$ cat src/rtl/serial_limb_adder.sv
// serial_limb_adder: multi-cycle adder/subtractor. It processes LIMB bits per clock, least
// significant slice first, and passes the carry between slices through a register.
//
// Ports:
//   clk, rst            clock, asynchronous active-high reset
//   in_valid/in_ready   operation handshake (a, b, c_in, sub are sampled on accept)
//   a, b                WIDTH-bit operands
//   c_in                carry-in (add) / borrow-in (subtract)
//   sub                 0: a+b+c_in, 1: a-b-c_in
//   out_valid/out_ready result handshake
//   sum                 WIDTH-bit result, modulo 2^WIDTH
//   c_out               raw carry out of the MSB (subtract: 1 = no borrow)
//   ovf                 two's-complement signed overflow
module serial_limb_adder #(
  parameter int unsigned WIDTH = 32,
  parameter int unsigned LIMB  = 8
) (
  input  logic             clk,
  input  logic             rst,
  input  logic             in_valid,
  output logic             in_ready,
  input  logic [WIDTH-1:0] a,
  input  logic [WIDTH-1:0] b,
  input  logic             c_in,
  input  logic             sub,
  output logic             out_valid,
  input  logic             out_ready,
  output logic [WIDTH-1:0] sum,
  output logic             c_out,
  output logic             ovf
);

  localparam int unsigned NLIMB = WIDTH / LIMB;
  localparam int unsigned CNTW  = (NLIMB > 1) ? $clog2(NLIMB) : 1;
  localparam logic [CNTW-1:0] LastCnt = CNTW'(NLIMB - 1);

  if (LIMB == 0 || LIMB > WIDTH || (WIDTH % LIMB) != 0) begin : g_param_check
    $fatal(1, "serial_limb_adder: WIDTH must be a non-zero multiple of LIMB");
  end

  typedef enum logic [1:0] {StIdle, StBusy, StDone} state_e;

  state_e            r_state, w_state_nxt;
  logic [CNTW-1:0]   r_cnt, w_cnt_nxt;
  logic              r_carry, w_carry_nxt;
  logic [WIDTH-1:0]  r_a, w_a_nxt;
  logic [WIDTH-1:0]  r_b, w_b_nxt;
  logic [WIDTH-1:0]  r_sum, w_sum_nxt;
  logic              r_c_out, w_c_out_nxt;
  logic              r_ovf, w_ovf_nxt;
  logic              r_out_valid;

  logic [LIMB-1:0]   w_a_sl;
  logic [LIMB-1:0]   w_b_sl;
  logic [LIMB:0]     w_res;

  assign in_ready  = (r_state == StIdle) && !rst;
  assign out_valid = r_out_valid;
  assign sum       = r_sum;
  assign c_out     = r_c_out;
  assign ovf       = r_ovf;

  // Current slice of each operand; constant-offset mux keeps the select logic simple.
  always_comb begin
    w_a_sl = '0;
    w_b_sl = '0;
    for (int i = 0; i < int'(NLIMB); i++) begin
      if (r_cnt == CNTW'(i)) begin
        w_a_sl = r_a[i*LIMB +: LIMB];
        w_b_sl = r_b[i*LIMB +: LIMB];
      end
    end
    w_res = {1'b0, w_a_sl} + {1'b0, w_b_sl} + {{LIMB{1'b0}}, r_carry};
  end

  always_comb begin
    w_state_nxt = r_state;
    w_cnt_nxt   = r_cnt;
    w_carry_nxt = r_carry;
    w_a_nxt     = r_a;
    w_b_nxt     = r_b;
    w_sum_nxt   = r_sum;
    w_c_out_nxt = r_c_out;
    w_ovf_nxt   = r_ovf;
    unique case (r_state)
      StIdle: begin
        if (in_valid && in_ready) begin
          // Subtract as a + ~b + ~c_in, so the datapath is always an adder.
          w_a_nxt     = a;
          w_b_nxt     = sub ? ~b : b;
          w_carry_nxt = sub ? ~c_in : c_in;
          w_cnt_nxt   = '0;
          w_state_nxt = StBusy;
        end
      end
      StBusy: begin
        for (int i = 0; i < int'(NLIMB); i++) begin
          if (r_cnt == CNTW'(i)) w_sum_nxt[i*LIMB +: LIMB] = w_res[LIMB-1:0];
        end
        w_carry_nxt = w_res[LIMB];
        w_cnt_nxt   = r_cnt + 1'b1;
        if (r_cnt == LastCnt) begin
          // The top slice is current, so its MSBs are the operand and result sign bits.
          w_c_out_nxt = w_res[LIMB];
          w_ovf_nxt   = (w_a_sl[LIMB-1] == w_b_sl[LIMB-1]) && (w_res[LIMB-1] != w_a_sl[LIMB-1]);
          w_state_nxt = StDone;
        end
      end
      StDone: begin
        if (out_ready) w_state_nxt = StIdle;
      end
      default: w_state_nxt = StIdle;
    endcase
  end

  always_ff @(posedge clk or posedge rst) begin
    if (rst) begin
      r_state     <= StIdle;
      r_cnt       <= '0;
      r_carry     <= 1'b0;
      r_a         <= '0;
      r_b         <= '0;
      r_sum       <= '0;
      r_c_out     <= 1'b0;
      r_ovf       <= 1'b0;
      r_out_valid <= 1'b0;
    end else begin
      r_state     <= w_state_nxt;
      r_cnt       <= w_cnt_nxt;
      r_carry     <= w_carry_nxt;
      r_a         <= w_a_nxt;
      r_b         <= w_b_nxt;
      r_sum       <= w_sum_nxt;
      r_c_out     <= w_c_out_nxt;
      r_ovf       <= w_ovf_nxt;
      r_out_valid <= (w_state_nxt == StDone);
    end
  end

endmodule

$ cat config.mk
export PLATFORM = sky130hd
export DESIGN_NAME = serial_limb_adder
export DESIGN_NICKNAME = d
export VERILOG_FILES = /design/src/rtl/serial_limb_adder.sv
export SDC_FILE = /design/constraint.sdc
export NUM_CORES = 1
export LEC_CHECK = 0
export CORE_ASPECT_RATIO = 1.1
export CORE_MARGIN = 3
export CORE_UTILIZATION = 40
export DETAILED_ROUTE_END_ITERATION = 10
export PLACE_DENSITY = 0.7
export REMOVE_ABC_BUFFERS = 1
export SYNTH_ARGS = -nofsm -noshare
export SYNTH_HDL_FRONTEND = slang
export SYNTH_SLANG_ARGS = --single-unit
$ cat constraint.sdc
create_clock -name clk -period 4.5 [get_ports clk]
set_input_delay 0.9 -clock clk [delete_from_list [all_inputs] [get_ports clk]]
set_output_delay 0.9 -clock clk [all_outputs]
set_load 0.01 [all_outputs]
==> results of run 1 <==
==> synth_stat cells <==
cell type / count
a211oi_1: 1
a21o_1: 3
a21oi_1: 38
a21oi_2: 1
a22o_1: 1
a311oi_1: 1
and2_1: 1
buf_1: 1
buf_2: 13
clkbuf_1: 22
dfrtp_1: 104
fa_1: 2
ha_1: 11
inv_1: 4
mux2_2: 1
mux2i_1: 1
nand2_1: 191
nand2b_1: 5
nand3_1: 1
nand3b_1: 16
nor2_1: 8
nor2b_1: 3
nor3_1: 2
o211ai_1: 1
o211ai_2: 1
o21a_1: 1
o21ai_0: 73
o21ai_1: 7
o31ai_1: 5
o41ai_4: 1
or2b_1: 2
xnor2_1: 35
xor2_1: 3
xor2_2: 1
==> report_power, final <==
group / internal [W] / leakage, nW / total (W) / switching (W)
clock: 0.000454 / 0.151 / 0.000799 / 0.000345
sequential: 0.00136 / 1.31 / 0.00162 / 0.000260
combinational: 0.000912 / 1.41 / 0.00213 / 0.00122
total: 0.00272 / 2.87 / 0.00455 / 0.00182
==> registers in the layout (all words and copies together), names as in the netlist <==
signal,flops
r_cnt,2
r_b,32
r_carry,1
r_a,32
r_state,2
sum,32
c_out,1
out_valid,1
ovf,1
==> final timing paths <==
check                          end  slack, ns     start  cells past startpoint
max                         sum[6]       1.07  r_cnt[1]                     15
min                         sum[1]       0.48    sum[1]                      2
max reg2reg                 sum[6]       1.07  r_cnt[1]                     15
min reg2reg                 sum[1]       0.48    sum[1]                      2
max in group asynchronous  r_b[17]       2.68       rst                      3
min in group asynchronous   r_a[8]       0.99       rst                      2
==> cell families after synthesis <==
group / Yosys count / synth area share, %
xor+xnor: 39 / 6.97
fa+ha+maj: 13 / 3.55
simple gates: 229 / 19.0
mux: 2 / 0.425
buf+inv: 40 / 3.32
compound gates: 134 / 14.8
flops: 104 / 51.9
==> per-layer routing <==
layer  part of all wire [%]  track usage (%)
met4                    2.1             6.24
met1                     44             20.3
met2                     50             30.3
met5                      0                0
met3                    4.3             2.06
==> final cells by class <==
type                            instances  area [um^2]
Fill cell                            1153         5660
Sequential cell                       104         2600
Multi-Input combinational cell        417         2240
Timing Repair Buffer                  113         1110
Clock buffer                           10          239
Tap cell                              154          193
Clock inverter                          6         75.1
Inverter                                4         17.5
==> worst reg2reg max path: stages (launching register included) <==
cell and delay [ns]:
dfrtp_1 0.41, inv_1 0.11, ha_1 0.26, buf_4 0.29
nand2_1 0.10, a21oi_1 0.14, a21oi_1 0.06, nor2_1 0.10
a21oi_1 0.07, fa_1 0.42, fa_1 0.43, nor2b_1 0.13
o21ai_0 0.11, a21oi_1 0.26, nor3_1 0.14, o31ai_1 0.30
==> metrics by stage <==
step	hold WS [ns]	setup WS (ns)
3_5_place_dp	0.469	1.14
6_report	0.481	1.07
2_1_floorplan	0.437	0.868
5_1_grt	0.504	0.684
3_3_place_gp	0.460	1.29
4_1_cts	0.486	1.06
==> results.json, run 1 <==
{
  "status": "finished clean",
  "leakagePower_nw": 2.87,
  "detail_route.wirelength_um": 11300,
  "crit_chain": "inv_1, ha_1, buf_4, nand2_1, a21oi_1, a21oi_1, nor2_1, a21oi_1, fa_1, fa_1, nor2b_1, o21ai_0, a21oi_1, nor3_1, o31ai_1",
  "antenna_found_initial": 0,
  "min_path_type": "register to register",
  "via_per_inst": 4.98,
  "synth.area.top_cells": "dfrtp_1 52%, nand2_1 14%, o21ai_0 7.3%",
  "ir_drop_mv": 0.341,
  "drc_errors": 0,
  "first_global_vias": 4009,
  "drt_iter0_drc": 233,
  "synth.avg_cell_area_um2": 8.93,
  "final_hold_viol_count": 0,
  "fp-row-count": 42,
  "antenna_left": 0,
  "fmax_ghz": 0.291,
  "seq_area_frac_synth_pct": 51.9,
  "slowest_delay_ns": 0.43,
  "crit_top_cell": "a21oi_1",
  "final_cell_mix": "190 x nand2_1, 104 x dfrtp_1, 104 x clkdlybuf4s50_1, 73 x o21ai_0, 38 x a21oi_1",
  "fin_tns_setup_ns": 0,
  "yosysTopAreaCell": "dfrtp_1",
  "clkLatencyLatePin_ns": 0.34,
  "die_h_um": 123,
  "firstDrtPassIters": 4,
  "grt_usage_pct": 16.7,
  "cts_buffer_depth": 2,
  "cp_top_family": "adder cells",
  "grt_pass1_wl_um": 18700,
  "path_class": "register to register",
  "vias": 4025,
  "drv_cap": 0,
  "cp.arrival_ns": 3.65,
  "htree_levels": 3,
  "nets": 732,
  "ys_ff_latch": 104,
  "dieArea_mm2": 0.0139,
  "final_cell_area_mm2": 0.00648,
  "slew_headroom_pct": 35.9,
  "drv_slew": 0,
  "yosysWarnings": 0,
  "fp.dieW_um": 113,
  "grt_max_degree": 62,
  "holdBufCountCts": 0,
  "start_util_pct": 41.3,
  "end_kind": "register",
  "place_area_mm2": 0.00616,
  "routedWlPerCell_um": 14.0,
  "n_antenna_cell": 0,
  "powerDensity_mw_per_mm2": 702,
  "clk_pin_slew_worst_paths_ns": 0.07,
  "period_minus_slack_ns": 3.43,
  "cp_max_fo": 28,
  "synth_top_area_share_pct": 51.9,
  "rsz0062_at_grt": "no",
  "syn_to_final_growth_pct": 29.3,
  "core_mm2": 0.0121,
  "path_buf_inv": 2,
  "period_share_pct": 76.3,
  "yosysUniqueCellTypes": 34,
  "dp_hpwl_um": 8570,
  "num_io_pins": 106,
  "clock_sink_count": 104,
  "drive_above_1_share_pct": 4.89,
  "place_congestion": 0.808,
  "setup_viol": 0,
  "root_buffer": "clkbuf_16",
  "gr-total-overflow": 0,
  "final_cells": 808,
  "worstMarginPinSlew_ns": 0.957,
  "cts_resized": 0,
  "startpoint_type": "register",
  "netlist_instances": 561,
  "tritoncts": "built",
  "cts_buffers": 9,
  "critPathRequiredTime_ns": 4.72,
  "post_cts_buffers": 0,
  "finClkSkew_ns": 0.00922,
  "final_common_cell": "nand2_1",
  "syn-cell-area_mm2": 0.00501,
  "dp_cells": 792,
  "slowest_stage": "fa_1",
  "utilization_pct": 53.3,
  "portBuffers": 105,
  "total_power_w": 0.00455
}
Note: power is estimated with default switching activity, not from simulation.
==> run 2: changes to the inputs <==
==> constraint.sdc (replaced) <==
create_clock -name clk -period 3.6 [get_ports clk]
set_input_delay 0.72 -clock clk [delete_from_list [all_inputs] [get_ports clk]]
set_output_delay 0.72 -clock clk [all_outputs]
set_load 0.01 [all_outputs]
==> run 2 against run 1 <==
Net effect:
- sequential power grew 25%
- largest cell class unchanged
- critical endpoint is now sum[30]
- count of clock-buffer cells in the layout grew 1
- final area grew 0.70%
- wire length grew 2.1%
- register-to-register slack lost 0.65 ns
==> results.json, run 2 (synthesized netlist as in run 1, its figures left out) <==
{
  "vias": 4033,
  "cp.arrival_ns": 3.42,
  "die_h_um": 123,
  "finClkSkew_ns": 0.00588,
  "via_per_inst": 5.00,
  "cts_buffer_depth": 2,
  "grt_max_degree": 98,
  "end_kind": "register",
  "total_power_w": 0.00577,
  "antenna_left": 0,
  "critPathRequiredTime_ns": 3.84,
  "drt_iter0_drc": 192,
  "holdBufCountCts": 0,
  "grt_usage_pct": 17.2,
  "final_cell_mix": "190 x nand2_1, 104 x dfrtp_1, 104 x clkdlybuf4s50_1, 73 x o21ai_0, 38 x a21oi_1",
  "drc_errors": 0,
  "multi_input_area_mm2": 0.00225,
  "powerDensity_mw_per_mm2": 885,
  "path_class": "register to register",
  "seqCellArea_mm2": 0.00260,
  "worstMarginPinSlew_ns": 0.928,
  "grt_pass1_wl_um": 19200,
  "crit_cells": 14,
  "final_common_cell": "nand2_1",
  "fin_tns_setup_ns": 0,
  "final_hold_viol_count": 0,
  "setup_viol": 0,
  "crit_top_cell": "a21oi_1",
  "fp-row-count": 42,
  "period_share_pct": 88.3,
  "fill_cells": 1146,
  "root_buffer": "clkbuf_16",
  "final_cells": 807,
  "htree_levels": 3,
  "dp_hpwl_um": 8580,
  "syn_to_final_growth_pct": 30.2,
  "firstDrtPassIters": 4,
  "status": "finished clean",
  "cp_top_family": "adder cells",
  "leakagePower_nw": 2.89,
  "setup.worst_path.start": "r_cnt[0]",
  "min_path_type": "register to register",
  "nets": 731,
  "cts_buffers": 9,
  "crit-reg2reg-capture": "sum[30]",
  "drive_above_1_share_pct": 4.90,
  "drv_cap": 0,
  "n_antenna_cell": 0,
  "clkLatencyLatePin_ns": 0.34,
  "setup.worst_path.end": "sum[30]",
  "tritoncts": "built",
  "clk_pin_slew_worst_paths_ns": 0.07,
  "r2r-start": "r_cnt[0]",
  "dieArea_mm2": 0.0139,
  "core_mm2": 0.0121,
  "first_global_vias": 4102,
  "fmax_ghz": 0.314,
  "gr-total-overflow": 0,
  "dp_cells": 791,
  "r2r_slack_ns": 0.42,
  "ir_drop_mv": 0.354,
  "rsz0062_at_grt": "no",
  "holdWs_ns": 0.475,
  "slowest_stage": "fa_1",
  "period_minus_slack_ns": 3.18,
  "routedWlPerCell_um": 14.4,
  "antenna_found_initial": 0,
  "slowest_delay_ns": 0.45,
  "cp_max_fo": 6,
  "path_buf_inv": 1,
  "portBuffers": 105,
  "place_congestion": 0.802,
  "num_io_pins": 106,
  "start_util_pct": 41.3,
  "detail_route.wirelength_um": 11600,
  "post_cts_buffers": 0,
  "slew_headroom_pct": 38.1,
  "fp.dieW_um": 113,
  "reg2reg_depth": 14,
  "drv_slew": 0,
  "crit_chain": "inv_1, ha_1, nand3b_1, a21oi_1, a21oi_1, nor2_1, a21oi_1, fa_1, fa_1, nor2b_1, o21ai_0, a21oi_1, nor3_1, o31ai_1",
  "clock_sink_count": 104,
  "cts_resized": 0,
  "startpoint_type": "register"
}
-- run 2: worst reg2reg max path, stage by stage (launching register included) --
cell and delay (ns):
dfrtp_1 0.44, inv_1 0.11, ha_1 0.34, nand3b_1 0.12, a21oi_1 0.15, a21oi_1 0.05
nor2_1 0.10, a21oi_1 0.07, fa_1 0.45, fa_1 0.42, nor2b_1 0.12, o21ai_0 0.11
a21oi_1 0.24, nor3_1 0.14, o31ai_1 0.24
-- run 2: power by group --
part           switching (W)  internal (W)  leakage, nW
Combinational        0.00152       0.00115         1.42
Sequential          0.000321       0.00170         1.31
Clock               0.000427      0.000653        0.167
Total                0.00227       0.00350         2.89
-- run 2: worst min path at each step --
stage / endpoint / cells after the start / startpoint / slack, ns
floorplan: r_a[23] / 2 / r_a[23] / 0.44
global placement: r_a[23] / 2 / r_a[23] / 0.46
detailed placement: r_a[23] / 2 / r_a[23] / 0.46
CTS: r_a[23] / 2 / r_a[23] / 0.47
global route: r_a[9] / 2 / r_a[9] / 0.51
finish: r_a[23] / 2 / r_a[23] / 0.48
-- run 2: routing by layer --
metal / global-route usage (%) / share of wire [%]
met3: 3.08 / 4.4
met5: 0 / 0
met1: 21.5 / 44
met2: 29.7 / 49
met4: 6.76 / 2.3
-- run 2: layout make-up --
class,count,area share (%)
repair buffers,112,17.2
well taps,154,2.95
clock buffers,11,3.88
inverters,4,0.269
flip-flops and latches,104,39.9
multi-input cells,417,34.4
clock inverters,5,1.32
-- run 2: per-stage QoR --
step	instance area (um^2)	utilization, %	worst slack [ns]
final	6520	53.7	0.420
after global routing	6520	53.7	0.0294
after CTS	6520	53.7	0.290
after detailed placement	6180	50.9	0.313
after global placement	6180	50.9	0.450
after floorplan	4860	-	0.148
==> run 3: changes to the inputs <==
--- a/config.mk
+++ b/config.mk
@@ -7,9 +7,9 @@
 export LEC_CHECK = 0
 export CORE_ASPECT_RATIO = 1.1
 export CORE_MARGIN = 3
-export CORE_UTILIZATION = 40
+export CORE_UTILIZATION = 46
 export DETAILED_ROUTE_END_ITERATION = 10
-export PLACE_DENSITY = 0.7
+export PLACE_DENSITY = 0.81
 export REMOVE_ABC_BUFFERS = 1
 export SYNTH_ARGS = -nofsm -noshare
 export SYNTH_HDL_FRONTEND = slang
==> constraint.sdc (replaced) <==
create_clock -name clk -period 2.65 [get_ports clk]
set_input_delay 0.53 -clock clk [delete_from_list [all_inputs] [get_ports clk]]
set_output_delay 0.53 -clock clk [all_outputs]
set_load 0.01 [all_outputs]
==> run 3 against run 2 <==
Net effect:
- the flow now finishes with violations (setup timing)
- die area shrank 12%
- fmax grew 7.4%
- clock skew grew 0.0037 ns
- critical path depth is the same
- hold slack gained 0.0032 ns
- largest cell class unchanged
==> results.json, run 3 (synthesized netlist as in run 1, its figures left out) <==
{
  "clkLatencyLatePin_ns": 0.34,
  "r2r_slack_ns": -0.31,
  "hold_start": "r_a[26]",
  "core_mm2": 0.0105,
  "dp_hpwl_um": 8920,
  "start_util_pct": 47.8,
  "dieArea_mm2": 0.0122,
  "startpoint_type": "register",
  "grt_usage_pct": 20.7,
  "via_per_inst": 5.15,
  "num_io_pins": 106,
  "period_minus_slack_ns": 2.96,
  "die_h_um": 115,
  "n_antenna_cell": 0,
  "routedWlPerCell_um": 15.3,
  "place_congestion": 0.854,
  "finClkSkew_ns": 0.00960,
  "slew_headroom_pct": 53.5,
  "drt_iter0_drc": 266,
  "vias": 4256,
  "grt_max_degree": 98,
  "failed_checks": "setup timing",
  "drv_cap": 0,
  "reg2reg_depth": 14,
  "syn_to_final_growth_pct": 37.1,
  "gr-total-overflow": 0,
  "cp_max_fo": 7,
  "layout_setup_ws_ns": -0.311,
  "slowest_delay_ns": 0.39,
  "antenna_left": 0,
  "firstDrtPassIters": 6,
  "dp_cells": 805,
  "ir_drop_mv": 0.699,
  "clk_pin_slew_worst_paths_ns": 0.07,
  "crit_chain": "inv_2, ha_4, nand3b_1, a21oi_2, a21oi_1, nor2_1, a21oi_2, fa_2, fa_2, nor2b_1, o21ai_2, a21oi_4, o21a_1, o31ai_1",
  "end_kind": "register",
  "first_global_vias": 4230,
  "rsz0062_at_grt": "yes",
  "tritoncts": "built",
  "cp_top_family": "adder cells",
  "status": "finished with violations",
  "nets": 761,
  "final_hold_viol_count": 0,
  "worstMarginPinSlew_ns": 0.696,
  "final_common_cell": "nand2_1",
  "antenna_found_initial": 0,
  "cts_buffer_depth": 2,
  "cts_buffers": 9,
  "drive_above_1_share_pct": 12.4,
  "fp.dieW_um": 106,
  "fmax_ghz": 0.338,
  "min_path_type": "register to register",
  "drc_errors": 0,
  "powerDensity_mw_per_mm2": 1290,
  "fp-row-count": 39,
  "final_cell_mix": "190 x nand2_1, 104 x clkdlybuf4s50_1, 103 x dfrtp_1, 58 x o21ai_0, 34 x xnor2_1",
  "grt_pass1_wl_um": 20100,
  "htree_levels": 3,
  "path_buf_inv": 1,
  "slowest_stage": "dfrtp_1",
  "whs_path_depth": 2,
  "drv_slew": 0,
  "r2r-start": "r_cnt[1]",
  "clock_sink_count": 104,
  "critPathRequiredTime_ns": 2.85,
  "fill_cells": 779,
  "portBuffers": 105,
  "final_cells": 826,
  "period_share_pct": 112,
  "root_buffer": "clkbuf_16",
  "leakagePower_nw": 3.04,
  "holdWs_ns": 0.479,
  "detail_route.wirelength_um": 12700,
  "hold_end": "r_a[26]",
  "setup_viol": 20,
  "crit-reg2reg-capture": "sum[30]",
  "cp.arrival_ns": 3.16,
  "path_class": "register to register"
}
## run 3: changes by cell type in the layout (fill, tap and decap cells not counted), sizes merged
| cell | previous run | this run |
|---|---|---|
| buf | 8 | 38 |
| bufinv | 2 | 1 |
| clkinvlp | 0 | 2 |
| inv | 6 | 5 |
## run 3: layer usage
metal	vias up	share of wire (%)	global-route usage [%]
met5	-	0	0
met3	29	5.4	4.46
met2	158	48	34.4
li1	2075	-	-
met1	1994	43	26.2
met4	0	3.4	9.67
## run 3: layout make-up
type                       instances  area [um^2]  area share (%)
clock buffer                      11          243            3.53
sequential                       104         2600            37.9
clock inverter                     5         65.1           0.947
timing repair buffer             142         1370            20.0
tap                              143          179            2.60
multi-input combinational        417         2390            34.8
inverter                           4         20.0           0.291
## run 3: worst min-delay path: stages, from the launching register on
cell and delay (ns):
dfrtp_1 0.34, nand2_1 0.05, nand2_1 0.06
## run 3: per-stage QoR
step / util (%) / instance area (um^2) / TNS [ns] / total power, W / setup WS (ns)
2_1_floorplan: - / 4860 / -70.70 / 0.00500 / -0.612
3_3_place_gp: 60.6 / 6350 / -3.34 / 0.00665 / -0.225
3_5_place_dp: 60.6 / 6350 / -6.22 / 0.00685 / -0.363
4_1_cts: 64.4 / 6750 / -2.08 / 0.00844 / -0.158
5_1_grt: 65.5 / 6870 / -6.89 / 0.00946 / -0.441
6_report: 65.5 / 6870 / -4.07 / 0.00887 / -0.311
## run 3: repair_timing
item / 4_1_cts / 5_1_grt
hold buffers: 0 / 0
gates resized for setup: 27 / 26
pin swaps: 13 / 21
buffers inserted: 2 / 3
endpoints found under the setup margin: 27 / 27
## run 3: worst max path at each step
stage | cells after the start | slack (ns) | endpoint | startpoint
6_report | 14 | -0.31 | sum[30] | r_cnt[1]
5_1_grt | 14 | -0.44 | sum[6] | r_cnt[1]
4_1_cts | 14 | -0.16 | sum[13] | r_cnt[0]
3_5_place_dp | 13 | -0.36 | sum[30] | r_cnt[0]
3_3_place_gp | 13 | -0.23 | sum[30] | r_cnt[0]
2_1_floorplan | 1 | -0.61 | c_out | rst
## run 3: report_power, final
part	switching (W)	internal, W
Sequential	0.000460	0.00231
Clock	0.000586	0.000767
Combinational	0.00253	0.00221
Total	0.00358	0.00529
